===== src/rtl/tdc_event_fifo_if.sv =====
// TDC event bus between the TDC core and its downstream consumer.
// The consumer side (external) samples the event fields and returns clear.
interface TDCInterface;
    logic [31:0] timestamp;
    logic [31:0] timeOverThreshold;
    logic [3:0]  chan;
    logic        hasEvent;
    logic        clear;

    modport external (
        input  timestamp,
        input  timeOverThreshold,
        input  chan,
        input  hasEvent,
        output clear
    );

    modport core (
        output timestamp,
        output timeOverThreshold,
        output chan,
        output hasEvent,
        input  clear
    );
endinterface


===== src/rtl/tdc_event_fifo.sv =====
// Captures TDC events into a FIFO and serves them as three 32-bit readout words each.
// Optional time-over-threshold filter enabled by defining TDC_FIFO_TOT_FILTER_EN.
module tdc_event_fifo #(
    parameter int unsigned DEPTH   = 16,
    parameter logic [31:0] MIN_TOT = 32'd4
) (
    input  logic                     clk,
    input  logic                     reset_n,
    TDCInterface.external            tdc,
    input  logic                     rd_req,
    output logic [31:0]              rd_data,
    output logic                     rd_valid,
    output logic [$clog2(DEPTH):0]   fifo_level,
    output logic                     fifo_full,
    output logic                     fifo_empty,
    output logic [15:0]              filtered_cnt
);

    localparam int unsigned AW = $clog2(DEPTH);
    localparam int unsigned LW = AW + 1;

    typedef enum logic [0:0] {
        IDLE = 1'b0,
        ACK  = 1'b1
    } cap_state_e;

    cap_state_e        state_r;
    cap_state_e        state_nxt_s;
    logic              accept_s;
    logic              push_s;
    logic              pop_s;
    logic              filt_s;
    logic              clear_r;

    logic [67:0]       mem_r [DEPTH];
    logic [AW-1:0]     wr_ptr_r;
    logic [AW-1:0]     rd_ptr_r;
    logic [LW-1:0]     level_r;
    logic [LW-1:0]     level_nxt_s;
    logic              full_r;
    logic              empty_r;

    logic [1:0]        idx_r;
    logic [1:0]        idx_nxt_s;
    logic [67:0]       head_s;
    logic [31:0]       word_s;
    logic [31:0]       rd_data_r;
    logic              rd_valid_r;

`ifdef TDC_FIFO_TOT_FILTER_EN
    // Short pulses are treated as noise and dropped after acknowledgement.
    always_comb begin
        filt_s = (tdc.timeOverThreshold < MIN_TOT);
    end
`else
    logic unused_min_tot_s;
    assign unused_min_tot_s = ^MIN_TOT;

    // Without the filter every event is stored.
    always_comb begin
        filt_s = 1'b0;
    end
`endif

    // A filtered event needs no room, so it is acknowledged even when full.
    always_comb begin
        accept_s = tdc.hasEvent && (!full_r || filt_s);
    end

    // Capture FSM state register; clear mirrors the next state so it is registered.
    always_ff @(posedge clk) begin
        if (!reset_n) begin
            state_r <= IDLE;
            clear_r <= 1'b0;
        end else begin
            state_r <= state_nxt_s;
            clear_r <= (state_nxt_s == ACK);
        end
    end

    // Capture FSM next-state logic.
    always_comb begin
        state_nxt_s = state_r;
        case (state_r)
            IDLE: begin
                if (accept_s) begin
                    state_nxt_s = ACK;
                end else begin
                    state_nxt_s = IDLE;
                end
            end
            ACK: begin
                if (!tdc.hasEvent) begin
                    state_nxt_s = IDLE;
                end else begin
                    state_nxt_s = ACK;
                end
            end
            default: state_nxt_s = IDLE;
        endcase
    end

    // Capture FSM outputs: write strobe for the FIFO.
    always_comb begin
        push_s = 1'b0;
        case (state_r)
            IDLE: begin
                if (accept_s && !filt_s) begin
                    push_s = 1'b1;
                end else begin
                    push_s = 1'b0;
                end
            end
            ACK:     push_s = 1'b0;
            default: push_s = 1'b0;
        endcase
    end

    assign tdc.clear = clear_r;

    // Entry storage; pointers alone define validity so no reset is needed here.
    always_ff @(posedge clk) begin
        if (reset_n && push_s) begin
            mem_r[wr_ptr_r] <= {tdc.chan, tdc.timeOverThreshold, tdc.timestamp};
        end
    end

    // Readout word selection and index sequencing.
    always_comb begin
        head_s    = mem_r[rd_ptr_r];
        word_s    = 32'h0000_0000;
        idx_nxt_s = idx_r;
        pop_s     = 1'b0;
        case (idx_r)
            2'd0: begin
                if (empty_r) begin
                    word_s = 32'h0000_0000;
                end else begin
                    word_s = {8'hA5, head_s[67:64], 4'h0, 16'(level_r)};
                end
            end
            2'd1:    word_s = head_s[31:0];
            2'd2:    word_s = head_s[63:32];
            default: word_s = 32'h0000_0000;
        endcase
        if (rd_req && !(empty_r && (idx_r == 2'd0))) begin
            if (idx_r == 2'd2) begin
                idx_nxt_s = 2'd0;
                pop_s     = 1'b1;
            end else begin
                idx_nxt_s = idx_r + 2'd1;
                pop_s     = 1'b0;
            end
        end else begin
            idx_nxt_s = idx_r;
            pop_s     = 1'b0;
        end
    end

    // Occupancy bookkeeping; a same-edge push and pop cancel out.
    always_comb begin
        case ({push_s, pop_s})
            2'b10:   level_nxt_s = level_r + LW'(1);
            2'b01:   level_nxt_s = level_r - LW'(1);
            default: level_nxt_s = level_r;
        endcase
    end

    // FIFO pointers, level, flags and word index.
    always_ff @(posedge clk) begin
        if (!reset_n) begin
            wr_ptr_r <= '0;
            rd_ptr_r <= '0;
            level_r  <= '0;
            full_r   <= 1'b0;
            empty_r  <= 1'b1;
            idx_r    <= 2'd0;
        end else begin
            if (push_s) begin
                wr_ptr_r <= wr_ptr_r + AW'(1);
            end
            if (pop_s) begin
                rd_ptr_r <= rd_ptr_r + AW'(1);
            end
            level_r <= level_nxt_s;
            full_r  <= (level_nxt_s == LW'(DEPTH));
            empty_r <= (level_nxt_s == LW'(0));
            idx_r   <= idx_nxt_s;
        end
    end

    // Registered readout port; data holds between requests.
    always_ff @(posedge clk) begin
        if (!reset_n) begin
            rd_valid_r <= 1'b0;
            rd_data_r  <= 32'h0000_0000;
        end else begin
            rd_valid_r <= rd_req;
            if (rd_req) begin
                rd_data_r <= word_s;
            end else begin
                rd_data_r <= rd_data_r;
            end
        end
    end

`ifdef TDC_FIFO_TOT_FILTER_EN
    logic [15:0] filt_cnt_r;

    // Saturating count of events acknowledged but dropped.
    always_ff @(posedge clk) begin
        if (!reset_n) begin
            filt_cnt_r <= 16'h0000;
        end else if ((state_r == IDLE) && accept_s && filt_s && (filt_cnt_r != 16'hFFFF)) begin
            filt_cnt_r <= filt_cnt_r + 16'h0001;
        end else begin
            filt_cnt_r <= filt_cnt_r;
        end
    end

    assign filtered_cnt = filt_cnt_r;
`else
    assign filtered_cnt = 16'h0000;
`endif

    assign rd_data    = rd_data_r;
    assign rd_valid   = rd_valid_r;
    assign fifo_level = level_r;
    assign fifo_full  = full_r;
    assign fifo_empty = empty_r;

endmodule

===== src/flat_wrapper.sv =====
// flat-port wrapper written by rule: the top's interface ports become plain ports
module tdc_event_fifo_flat 
#(
    parameter int unsigned DEPTH   = 16,
    parameter logic [31:0] MIN_TOT = 32'd4
)
  (clk, reset_n, rd_req, rd_data, rd_valid, fifo_level, fifo_full, fifo_empty, filtered_cnt, tdc_timestamp, tdc_timeOverThreshold, tdc_chan, tdc_hasEvent, tdc_clear);
  TDCInterface tdc_i ();
  input  logic clk;
  input  logic reset_n;
  input  logic rd_req;
  output logic [31:0] rd_data;
  output logic rd_valid;
  output logic [$clog2(DEPTH):0] fifo_level;
  output logic fifo_full;
  output logic fifo_empty;
  output logic [15:0] filtered_cnt;
  input wire logic [$bits(tdc_i.timestamp)-1:0] tdc_timestamp;
  input wire logic [$bits(tdc_i.timeOverThreshold)-1:0] tdc_timeOverThreshold;
  input wire logic [$bits(tdc_i.chan)-1:0] tdc_chan;
  input wire logic [$bits(tdc_i.hasEvent)-1:0] tdc_hasEvent;
  output wire logic [$bits(tdc_i.clear)-1:0] tdc_clear;
  assign tdc_i.timestamp = tdc_timestamp;
  assign tdc_i.timeOverThreshold = tdc_timeOverThreshold;
  assign tdc_i.chan = tdc_chan;
  assign tdc_i.hasEvent = tdc_hasEvent;
  assign tdc_clear = tdc_i.clear;
  tdc_event_fifo #(.DEPTH(DEPTH), .MIN_TOT(MIN_TOT)) u_core (.clk(clk), .reset_n(reset_n), .tdc(tdc_i), .rd_req(rd_req), .rd_data(rd_data), .rd_valid(rd_valid), .fifo_level(fifo_level), .fifo_full(fifo_full), .fifo_empty(fifo_empty), .filtered_cnt(filtered_cnt));
endmodule

===== config.mk =====
export PLATFORM = sky130hd
export DESIGN_NAME = tdc_event_fifo_flat
export DESIGN_NICKNAME = d
export VERILOG_FILES = /design/src/rtl/tdc_event_fifo_if.sv /design/src/rtl/tdc_event_fifo.sv /design/src/flat_wrapper.sv
export SDC_FILE = /design/constraint.sdc
export NUM_CORES = 1
export LEC_CHECK = 0
export ABC_AREA = 0
export CORE_ASPECT_RATIO = 0.9
export CORE_UTILIZATION = 24
export DETAILED_ROUTE_END_ITERATION = 8
export SLEW_MARGIN = 20
export SYNTH_ARGS = -nofsm -noshare
export SYNTH_HDL_FRONTEND = slang
export SYNTH_SLANG_ARGS = --single-unit
export TNS_END_PERCENT = 5

===== constraint.sdc =====
create_clock -name clk -period 22.3 [get_ports clk]
set_clock_uncertainty 0.15 [all_clocks]
set_input_delay 4.46 -clock clk [delete_from_list [all_inputs] [get_ports clk]]
set_output_delay 4.46 -clock clk [all_outputs]
set_load 0.05 [all_outputs]

# ---- Word-level counts from Yosys, hierarchy flattened
# Memory sizes are Yosys's and may differ from the RTL's. A register that Yosys moved wholly into a read port is not among the register bits.
# Cells that the tools add are included.
dict set report word_totals {
  regBits 51
  ramBits 1088
  wordCells 43
  mem_count 1
}
# name depth width rd rd_clocked_by_memory_dff wr line
set memory_table {}
lappend memory_table {u_core.mem_r 16 68 1 1 1 tdc_event_fifo.sv:35} ;# logic [67:0] mem_r [DEPTH];
dict set report op_classes {
  add_sub_neg 5
  n_eq_ne 5
  muxes 14
  bitwise 1
  reduce_logical 8
}
# cell count
set op_table {}
lappend op_table {{32-bit one-hot mux with 3 select lines} 1}
lappend op_table {{32-bit two-way mux} 1}
lappend op_table {{5-bit one-hot mux with 2 select lines} 1}
lappend op_table {{4-bit by 1-bit adder with 4-bit output (second input constant)} 2}
lappend op_table {{4-bit two-way mux} 2}
lappend op_table {{1-bit two-way mux} 6}
lappend op_table {{5-bit by 1-bit adder with 5-bit output (second input constant)} 1}
lappend op_table {{5-bit equality test (second input constant)} 1}
lappend op_table {{5-bit zero test} 1}
lappend op_table {{5-bit by 1-bit subtractor with 5-bit output (second input constant)} 1}
lappend op_table {{2-bit by 1-bit equality test with 1-bit output (second input constant)} 2}
lappend op_table {{2-bit equality test (second input constant)} 2}
lappend op_table {{1-bit logical AND} 4}
lappend op_table {{1-bit one-hot mux with 2 select lines} 2}
lappend op_table {{2-bit by 1-bit adder with 2-bit output (second input constant)} 1}
lappend op_table {{1-bit zero test} 2}
lappend op_table {{2-bit zero test} 1}
lappend op_table {{2-bit two-way mux} 1}
lappend op_table {{1-bit NOT} 1}

# ---- Longest topological paths before layout
# Gate-level depths: netlist of the first run.
dict set report logic_depth {
  ltp_word 8
  depth_mapped 14
  mapped_depth_nobuf 12
}

# ---- Worst setup path after synthesis of the first run
# OpenSTA, ideal clock, no wires.
dict set report synth_path {
  kind {input -> register}
  start {input tdc_hasEvent}
  end {memory u_core.mem_r[0][0] (enable)}
  setup_ps 662
  t_arrival_ps 11823
  t_required_ps 21488
  setup_slack_ps 9665
  stages 3
  path_buffers 0
  cell_sequence {nor3b_1 > nand2_1 > nor4_1}
}
dict set report synth_between {
  elab_chain_len 6
}
# item line
set synth_rtl {}
lappend synth_rtl {{start, declared} flat_wrapper.sv:21} ;# input wire logic [$bits(tdc_i.hasEvent)-1:0] tdc_hasEvent;
lappend synth_rtl {{1-bit logical AND} tdc_event_fifo.sv:67} ;# accept_s = tdc.hasEvent && (!full_r || filt_s);
lappend synth_rtl {{1-bit two-way mux} tdc_event_fifo.sv:108} ;# if (accept_s && !filt_s) begin
lappend synth_rtl {{1-bit one-hot mux with 2 select lines} tdc_event_fifo.sv:106} ;# case (state_r)
lappend synth_rtl {{1-bit logical AND} tdc_event_fifo.sv:123} ;# if (reset_n && push_s) begin
lappend synth_rtl {{1-bit two-way mux} tdc_event_fifo.sv:123}
lappend synth_rtl {{1-bit two-way mux (implied by the code)} tdc_event_fifo.sv:124} ;# mem_r[wr_ptr_r] <= {tdc.chan, tdc.timeOverThreshold, tdc.timestamp};
lappend synth_rtl {{end, declared} tdc_event_fifo.sv:35}
# Every way passes these cells.

# ---- Worst setup path in the final report of the first run
dict set report layout_path {
  start {input tdc_hasEvent}
  end {memory u_core.mem_r[15][52] (enable)}
}
# Same word-level chain as after synthesis.

==> load_flow_metrics.sql, run 1 <==
INSERT INTO impl_metrics (metric_group, metric, value, unit) VALUES
('run_status', 'outcome', 'finished clean', ''),
('grt', 'grt_pass1_wl', '154000', 'um'),
('yosys', 'synth_cells', '2006', ''),
('die', 'die_height', '407', 'um'),
('yosys', 'ys_warn_count', '0', ''),
('cells_and_area', 'final.fill_count', '17600', ''),
('worst_setup_path', 'max_stage_delay', '1.02', 'ns'),
('power', 'static-leakage-power', '14.9', 'nW'),
('worst_setup_path', 'cp_data_required_time', '22.47', 'ns'),
('drt', 'drc', '0', ''),
('worst_setup_path', 'critPathArrivalTime', '7.73', 'ns'),
('die', 'die_area', '184000', 'sq um'),
('drt', 'totalWireLength', '107000', 'um'),
('grt', 'pin_count_of_the_biggest_net_entering_global_routing', '103', ''),
('cells_and_area', 'finish.net_count', '2247', ''),
('yosys', 'netlist_area', '43800', 'sq um'),
('yosys', 'ys_dominant_reg_cell', 'edfxtp_1', ''),
('cells_and_area', 'fin_cells', '4659', ''),
('power', 'power_per_cell_area', '84.9', 'nW/um^2'),
('sta', 'slew_at_the_pin_closest_to_its_max_slew_limit', '1.18', 'ns'),
('cts', 'ctsResizeCount', '0', ''),
('drt', 'firstDrtPassIters', '5', ''),
('worst_setup_path', 'timing_worst_setup_path_type', 'input pin to flip-flop', ''),
('worst_setup_path', 'critical_path.endpoint_type', 'flip-flop', ''),
('die', 'die-width', '452', 'um'),
('cells_and_area', 'flow.area_growth_from_synthesis', '17.2', '%'),
('drt', 'via_count', '20700', ''),
('placement', 'dp.final_hpwl', '61700', 'um'),
('worst_setup_path', 'worstSetupStartpointType', 'input pin', ''),
('drt', 'routed_wire_length_per_instance', '23.0', 'um'),
('drt', 'antenna_left', '0', ''),
('worst_setup_path', 'critPathSlowestCell', 'nor2_4', ''),
('worst_setup_path', 'cp_cell_sequence', 'clkdlybuf4s50_1 -> nor3b_1 -> buf_4 -> nand4_1 -> nor2_4 -> buf_4', ''),
('grt', 'grt_overflow', '0', ''),
('sta', 'fmaxAchievable', '0.132', 'GHz'),
('sta', 'post-route-period-util', '33.9', '%'),
('cts', 'cts_buffers', '105', ''),
('yosys', 'yosysUniqueCellTypes', '54', ''),
('die', 'number_of_i_o_pins', '129', ''),
('yosys', 'post_synthesis_register_bit_count', '1143', ''),
('sta', 'period_minus_slack', '7.55', 'ns'),
('die', 'start_util', '24.2', '%'),
('yosys', 'ys_async_sr_fraction', '0', '%'),
('cts', 'cts.path.max_buffers', '3', ''),
('sta', 'setup_viol', '0', ''),
('sta', 'max_slew_margin', '21.0', '%'),
('cts', 'cts_hold_buf', '0', ''),
('placement', 'gp_congestion', '0.741', ''),
('worst_setup_path', 'timing.critical_path.buf_inv', '3', ''),
('cts', 'cts-root-buf', 'clkbuf_16', ''),
('sta', 'timing.final.hold_violations', '0', ''),
('placement', 'dp.cells', '4460', ''),
('sta', 'setup_slack', '14.75', 'ns'),
('flow_run', 'max_cap_viol_count', '0', ''),
('drt', 'vias_per_cell', '4.45', ''),
('yosys', 'syn_avg_cell_area', '21.8', 'sq um'),
('cts', 'worst_skew_pair.late_latency', '0.71', 'ns'),
('cts', 'cts.sink_count', '1143', ''),
('grt', 'antenna_found_initial', '12', ''),
('cts', 'cts_post_setup_buffers_inserted', '0', ''),
('sta', 'unrepaired_setup_endpoints_after_global_routing', 'false', ''),
('grt', 'globalRouteTotalUtil', '11.5', '%'),
('sta', 'timing.setup.tns', '0', 'ns'),
('cts', 'path_clk_slew', '0.07', 'ns'),
('worst_setup_path', 'timing.critical_path.mode_cell', 'buf_4', ''),
('power', 'ir_drop', '58.9', 'uV'),
('yosys', 'synth_edf_count', '1088', ''),
('yosys', 'yosysSeqAreaShare', '77.2', '%'),
('power', 'p_total', '4.35', 'mW'),
('sta', 'finalMaxSlewViolations', '0', ''),
('drt', 'drt-initial-drc-count', '1896', ''),
('die', 'placement_rows', '148', ''),
('min_path', 'hold_class', 'flip-flop to flip-flop', ''),
('worst_setup_path', 'critical_path_s_top_delay_family', 'simple AND/OR/NAND/NOR gates', ''),
('cells_and_area', 'drive_gt1_share', '20.9', '%'),
('cts', 'cts.htree.levels', '3', ''),
('worst_setup_path', 'worstPathMaxFanout', '43', ''),
('cts', 'tritoncts', 'done', ''),
('placement', 'port-buffer-count', '112', ''),
('grt', 'grt_pass1_vias', '21200', ''),
('placement', 'place_ws', '14.00', 'ns'),
('die', 'core-area', '181000', 'sq um');
metrics by stage:
stage                     hold slack, ns  instance area, sq um  util [%]
after global placement             0.312                 47700      26.4
after global routing               0.336                 51300      28.4
after detailed placement           0.305                 47700      26.4
after CTS                          0.316                 51300      28.4
final                              0.310                 51300      28.4
after floorplan                    0.330                 43800         -
routing by layer:
layer  wire length [um]  global-route usage [%]
met5                 27                       0
met4               2150                    2.83
met3               5530                    2.11
met2              53500                    19.4
met1              46200                    15.2
logic make-up after synthesis:
logic type,count (synthesis),share of synthesized area [%]
compound gates,189,3.12
xor+xnor,11,0.220
fa+ha+maj,8,0.229
buf+inv,136,1.82
flops,1143,77.2
mux,397,16.0
other cells,1,0.00857
simple gates,121,1.42
cells in the final DEF, fill, tap and decap left out, drive strengths merged, types with 8 or more instances in the layout:
cell              n
a211oi           13
a221oi           25
nand3            10
inv              14
o22ai            13
bufinv           12
o21ai            25
buf              50
a22oi            30
o221ai            9
nor2b            18
mux2              9
nor2             20
clkdlybuf4s50   112
ha                8
nor3              9
xnor2            10
mux2i           147
conb             16
o211ai           11
edfxtp         1088
nand2            30
clkbuf          151
and2             10
a221o            16
a21oi            28
dfxtp            55
mux4            241
clkinv           32
state kept, by name, indices dropped and copies added (netlist names), named ones only:
| name | count |
|---|---|
| u_core.rd_valid | 1 |
| u_core.mem_r | 1088 |
| u_core.fifo_empty | 1 |
| u_core.fifo_level | 5 |
| u_core.rd_ptr_r | 4 |
| u_core.idx_r | 2 |
| u_core.rd_data | 32 |
| u_core.state_r | 1 |
| u_core.fifo_full | 1 |
| u_core.wr_ptr_r | 4 |
power breakdown:
group,switching (mW),leakage (nW),internal [mW],total [mW]
Clock,0.789,1.74,1.07,1.86
Sequential,0.00914,10.2,2.36,2.37
Combinational,0.0855,2.95,0.0406,0.126
cells in the mapped netlist, drive strengths merged, types with 16 or more instances:
master  number  share of area [%]
clkbuf      46               0.40
a22oi       30               0.51
a221oi      25               0.50
mux4       241                 12
o21ai       25               0.29
nand2       30               0.26
edfxtp    1088                 75
nor2b       18               0.26
a221o       16               0.37
a21oi       28               0.32
buf         77                1.3
mux2i      147                3.4
dfxtp       55                2.5
nor2        20               0.17
cell type report:
type	count	area, sq um	area share (%)
Sequential cell	1143	33800	65.8
Multi-Input combinational cell	742	9370	18.3
Tap cell	2400	3000	5.85
Timing Repair Buffer	162	1510	2.95
Clock buffer	151	2960	5.77
Inverter	13	48.8	0.0951
Antenna cell	1	2.50	0.00488
Clock inverter	47	624	1.22
final timing paths:
| kind | slack [ns] | cells past startpoint | end | startpoint |
|---|---|---|---|---|
| min reg2reg | 0.31 | 2 | u_core.state_r$_SDFF_PN0_ | u_core.state_r$_SDFF_PN0_ |
| min | 0.31 | 2 | u_core.state_r$_SDFF_PN0_ | u_core.state_r$_SDFF_PN0_ |
| max | 14.75 | 6 | u_core.mem_r[15][52]$_DFFE_PP_ | tdc_hasEvent |
| max reg2reg | 17.88 | 6 | u_core.rd_data[20]$_SDFFE_PN0P_ | flip-flop |
worst reg2reg max path, delay by kind of cell, from the launching register on:
kind / cells / cell delay, ns
flip-flops: 1 / 0.87
AO/OA/AOI/OAI: 2 / 0.30
multiplexers: 2 / 1.24
buffers and inverters: 2 / 1.71
(Power assumes the default switching activity.)
==> run 2: changes to the inputs <==
- clock period: 22.3 -> 6.3 ns (I/O delays scaled with it)
==> run 2 against run 1 <==
Compared with the run above:
- sequential cell count stayed put
- worst setup slack worse by 12 ns
- highest routed layer unchanged
- count of clock-buffer cells in the layout decreased by 8
- power increased to 3.4 times the previous value
- sequential share of layout area hardly changed
- worst hold slack gained 0.020 ns
- critical endpoint is now u_core.fifo_full$_SDFF_PN0_
- critical path depth up 6
- wire length down 1.1%
==> load_flow_metrics.sql, run 2 (synthesis gave the netlist of run 1 again) <==
INSERT INTO impl_metrics (metric_group, metric, value, unit) VALUES
('cells_and_area', 'finish.net_count', '2249', ''),
('cts', 'cts.sink_count', '1143', ''),
('cts', 'path_clk_slew', '0.06', 'ns'),
('sta', 'post-route-period-util', '59.0', '%'),
('sta', 'setup_viol', '0', ''),
('power', 'power_spent_charging_and_discharging_nets', '3.03', 'mW'),
('power', 'intPower', '11.9', 'mW'),
('power', 'p_total', '15.0', 'mW'),
('drt', 'antenna_left', '0', ''),
('min_path', 'hold_class', 'flip-flop to flip-flop', ''),
('power', 'clock_power_share', '40.9', '%'),
('power', 'power_per_cell_area', '292', 'nW/um^2'),
('placement', 'dp.final_hpwl', '59900', 'um'),
('cts', 'worst_skew_pair.late_latency', '0.70', 'ns'),
('drt', 'drt-initial-drc-count', '2015', ''),
('grt', 'grt_pass1_vias', '21000', ''),
('sta', 'timing.setup.tns', '0', 'ns'),
('worst_setup_path', 'worstSetupStartpointType', 'input pin', ''),
('grt', 'globalRouteTotalUtil', '11.4', '%'),
('grt', 'pin_count_of_the_biggest_net_entering_global_routing', '78', ''),
('grt', 'grt_pass1_wl', '153000', 'um'),
('cells_and_area', 'flow.area_growth_from_synthesis', '17.2', '%'),
('cts', 'cts_buffers', '106', ''),
('cts', 'tritoncts', 'done', ''),
('drt', 'totalWireLength', '106000', 'um'),
('cells_and_area', 'fin_cells', '4662', ''),
('worst_setup_path', 'cp_data_required_time', '6.74', 'ns'),
('cells_and_area', 'layout_common_cells', 'edfxtp_1 (1,088), mux4_2 (241), mux2i_1 (147), clkdlybuf4s50_1 (112), clkbuf_16 (109)', ''),
('cts', 'cts-root-buf', 'clkbuf_16', ''),
('worst_setup_path', 'worst_case_reg_to_reg_path_depth', '12', ''),
('worst_setup_path', 'critical_path.endpoint_type', 'flip-flop', ''),
('die', 'number_of_i_o_pins', '129', ''),
('min_path', 'worstHoldPathCells', '1', ''),
('die', 'start_util', '24.2', '%'),
('placement', 'gp_congestion', '0.750', ''),
('cells_and_area', 'layout_commonest_cell', 'edfxtp_1', ''),
('die', 'die-width', '452', 'um'),
('sta', 'fmaxAchievable', '0.269', 'GHz'),
('power', 'combinationalPowerShare', '2.9', '%'),
('grt', 'grt_overflow', '0', ''),
('sta', 'fin_worst_hold_slack', '0.330', 'ns'),
('power', 'power.share.switching', '20.3', '%'),
('drt', 'vias_per_cell', '4.40', ''),
('sta', 'finalMaxSlewViolations', '0', ''),
('worst_setup_path', 'timing_worst_setup_path_type', 'input pin to flip-flop', ''),
('worst_setup_path', 'reg2reg_slack', '3.01', 'ns'),
('drt', 'drc', '0', ''),
('cells_and_area', 'largest_register_by_flop_count', 'u_core.mem_r', ''),
('cts', 'cts.htree.levels', '3', ''),
('die', 'die_height', '407', 'um'),
('placement', 'dp.cells', '4459', ''),
('placement', 'port-buffer-count', '112', ''),
('cts', 'cts_post_setup_buffers_inserted', '0', ''),
('sta', 'unrepaired_setup_endpoints_after_global_routing', 'false', ''),
('sta', 'slew_at_the_pin_closest_to_its_max_slew_limit', '1.12', 'ns'),
('die', 'placement_rows', '148', ''),
('cells_and_area', 'final.fill_count', '17600', ''),
('die', 'die_area', '184000', 'sq um'),
('sta', 'period_minus_slack', '3.72', 'ns'),
('cts', 'cts.path.max_buffers', '3', ''),
('sta', 'max_slew_margin', '25.5', '%'),
('cells_and_area', 'largest_register_ff_count', '1088', ''),
('cells_and_area', 'drive_gt1_share', '20.7', '%'),
('cts', 'cts_hold_buf', '0', ''),
('cts', 'ctsResizeCount', '0', ''),
('worst_setup_path', 'critPathArrivalTime', '4.16', 'ns'),
('drt', 'routed_wire_length_per_instance', '22.8', 'um'),
('grt', 'antenna_found_initial', '15', ''),
('power', 'static-leakage-power', '14.9', 'nW'),
('power', 'sequentialPowerShare', '56.1', '%'),
('die', 'core-area', '181000', 'sq um'),
('flow_run', 'max_cap_viol_count', '0', ''),
('drt', 'via_count', '20500', ''),
('worst_setup_path', 'worstPathMaxFanout', '8', ''),
('run_status', 'outcome', 'finished clean', ''),
('sta', 'timing.final.hold_violations', '0', ''),
('power', 'ir_drop', '239', 'uV'),
('drt', 'firstDrtPassIters', '7', '');
[run 2: changes by cell type in the layout (fill, tap and decap cells not counted), moves of 2 or more]
cell       delta
clkbuf_1      -6
nor4_4        +4
nor4_2        -4
clkinv_1     +10
bufinv_16     -8
clkinv_2      +2
diode_2       +7
clkinv_16     -3
buf_12       +17
buf_4        -16
clkbuf_16     +2
inv_6         +4
clkbuf_8      -4
[run 2: worst paths after layout]
| path | endpoint | from |
|---|---|---|
| worst max-delay path | u_core.fifo_full$_SDFF_PN0_ | rd_req |
| worst min register to register | u_core.state_r$_SDFF_PN0_ | u_core.fifo_full$_SDFF_PN0_ |
| worst min-delay path | u_core.state_r$_SDFF_PN0_ | u_core.fifo_full$_SDFF_PN0_ |
| worst max register to register | u_core.fifo_full$_SDFF_PN0_ | u_core.idx_r[1]$_SDFFE_PN0N_ |
[run 2: critical path, stage by stage]
cell,delay (ns)
clkdlybuf4s50_1,0.66
nand2_1,0.16
inv_1,0.16
ha_1,0.33
xor2_1,0.18
ha_1,0.24
or4bb_1,0.49
a21oi_1,0.15
o21ai_1,0.10
xnor2_1,0.13
and2_1,0.18
nor2b_1,0.12
[run 2: per-stage QoR]
step	utilization (%)	setup slack [ns]	instance area (sq um)
final	28.3	2.58	51300
after global routing	28.3	2.43	51300
after CTS	28.3	2.58	51200
after detailed placement	26.5	1.86	47900
after global placement	26.5	1.84	47900
after floorplan	-	-1.27	43900
[run 2: area by class of cell]
cell class                 count  area [sq um]  share of cell area (%)
sequential                  1143         33800                    65.9
multi-input combinational    742          9400                    18.3
tap                         2400          3000                    5.86
clock buffer                 143          2940                    5.72
timing repair buffer         163          1750                    3.41
clock inverter                50           340                   0.664
inverter                      13          48.8                  0.0951
antenna                        8          20.0                  0.0390
[run 2: routing by layer]
layer / vias to the layer above / share of wire [%] / track usage, %
li1: 8780 / - / -
met1: 10900 / 42 / 14.7
met2: 616 / 50 / 19.4
met3: 151 / 5.7 / 2.30
met4: 2 / 2.5 / 3.35
met5: - / 0.012 / 0
[run 2: power groups by stage]
stage / sequential [mW] / clock, mW / combinational [mW]
floorplan: 8.58 / 0 / 0.187
global placement: 8.56 / 0 / 0.437
detailed placement: 8.56 / 0 / 0.444
CTS: 8.40 / 6.24 / 0.445
global route: 8.40 / 6.51 / 0.474
finish: 8.40 / 6.12 / 0.441
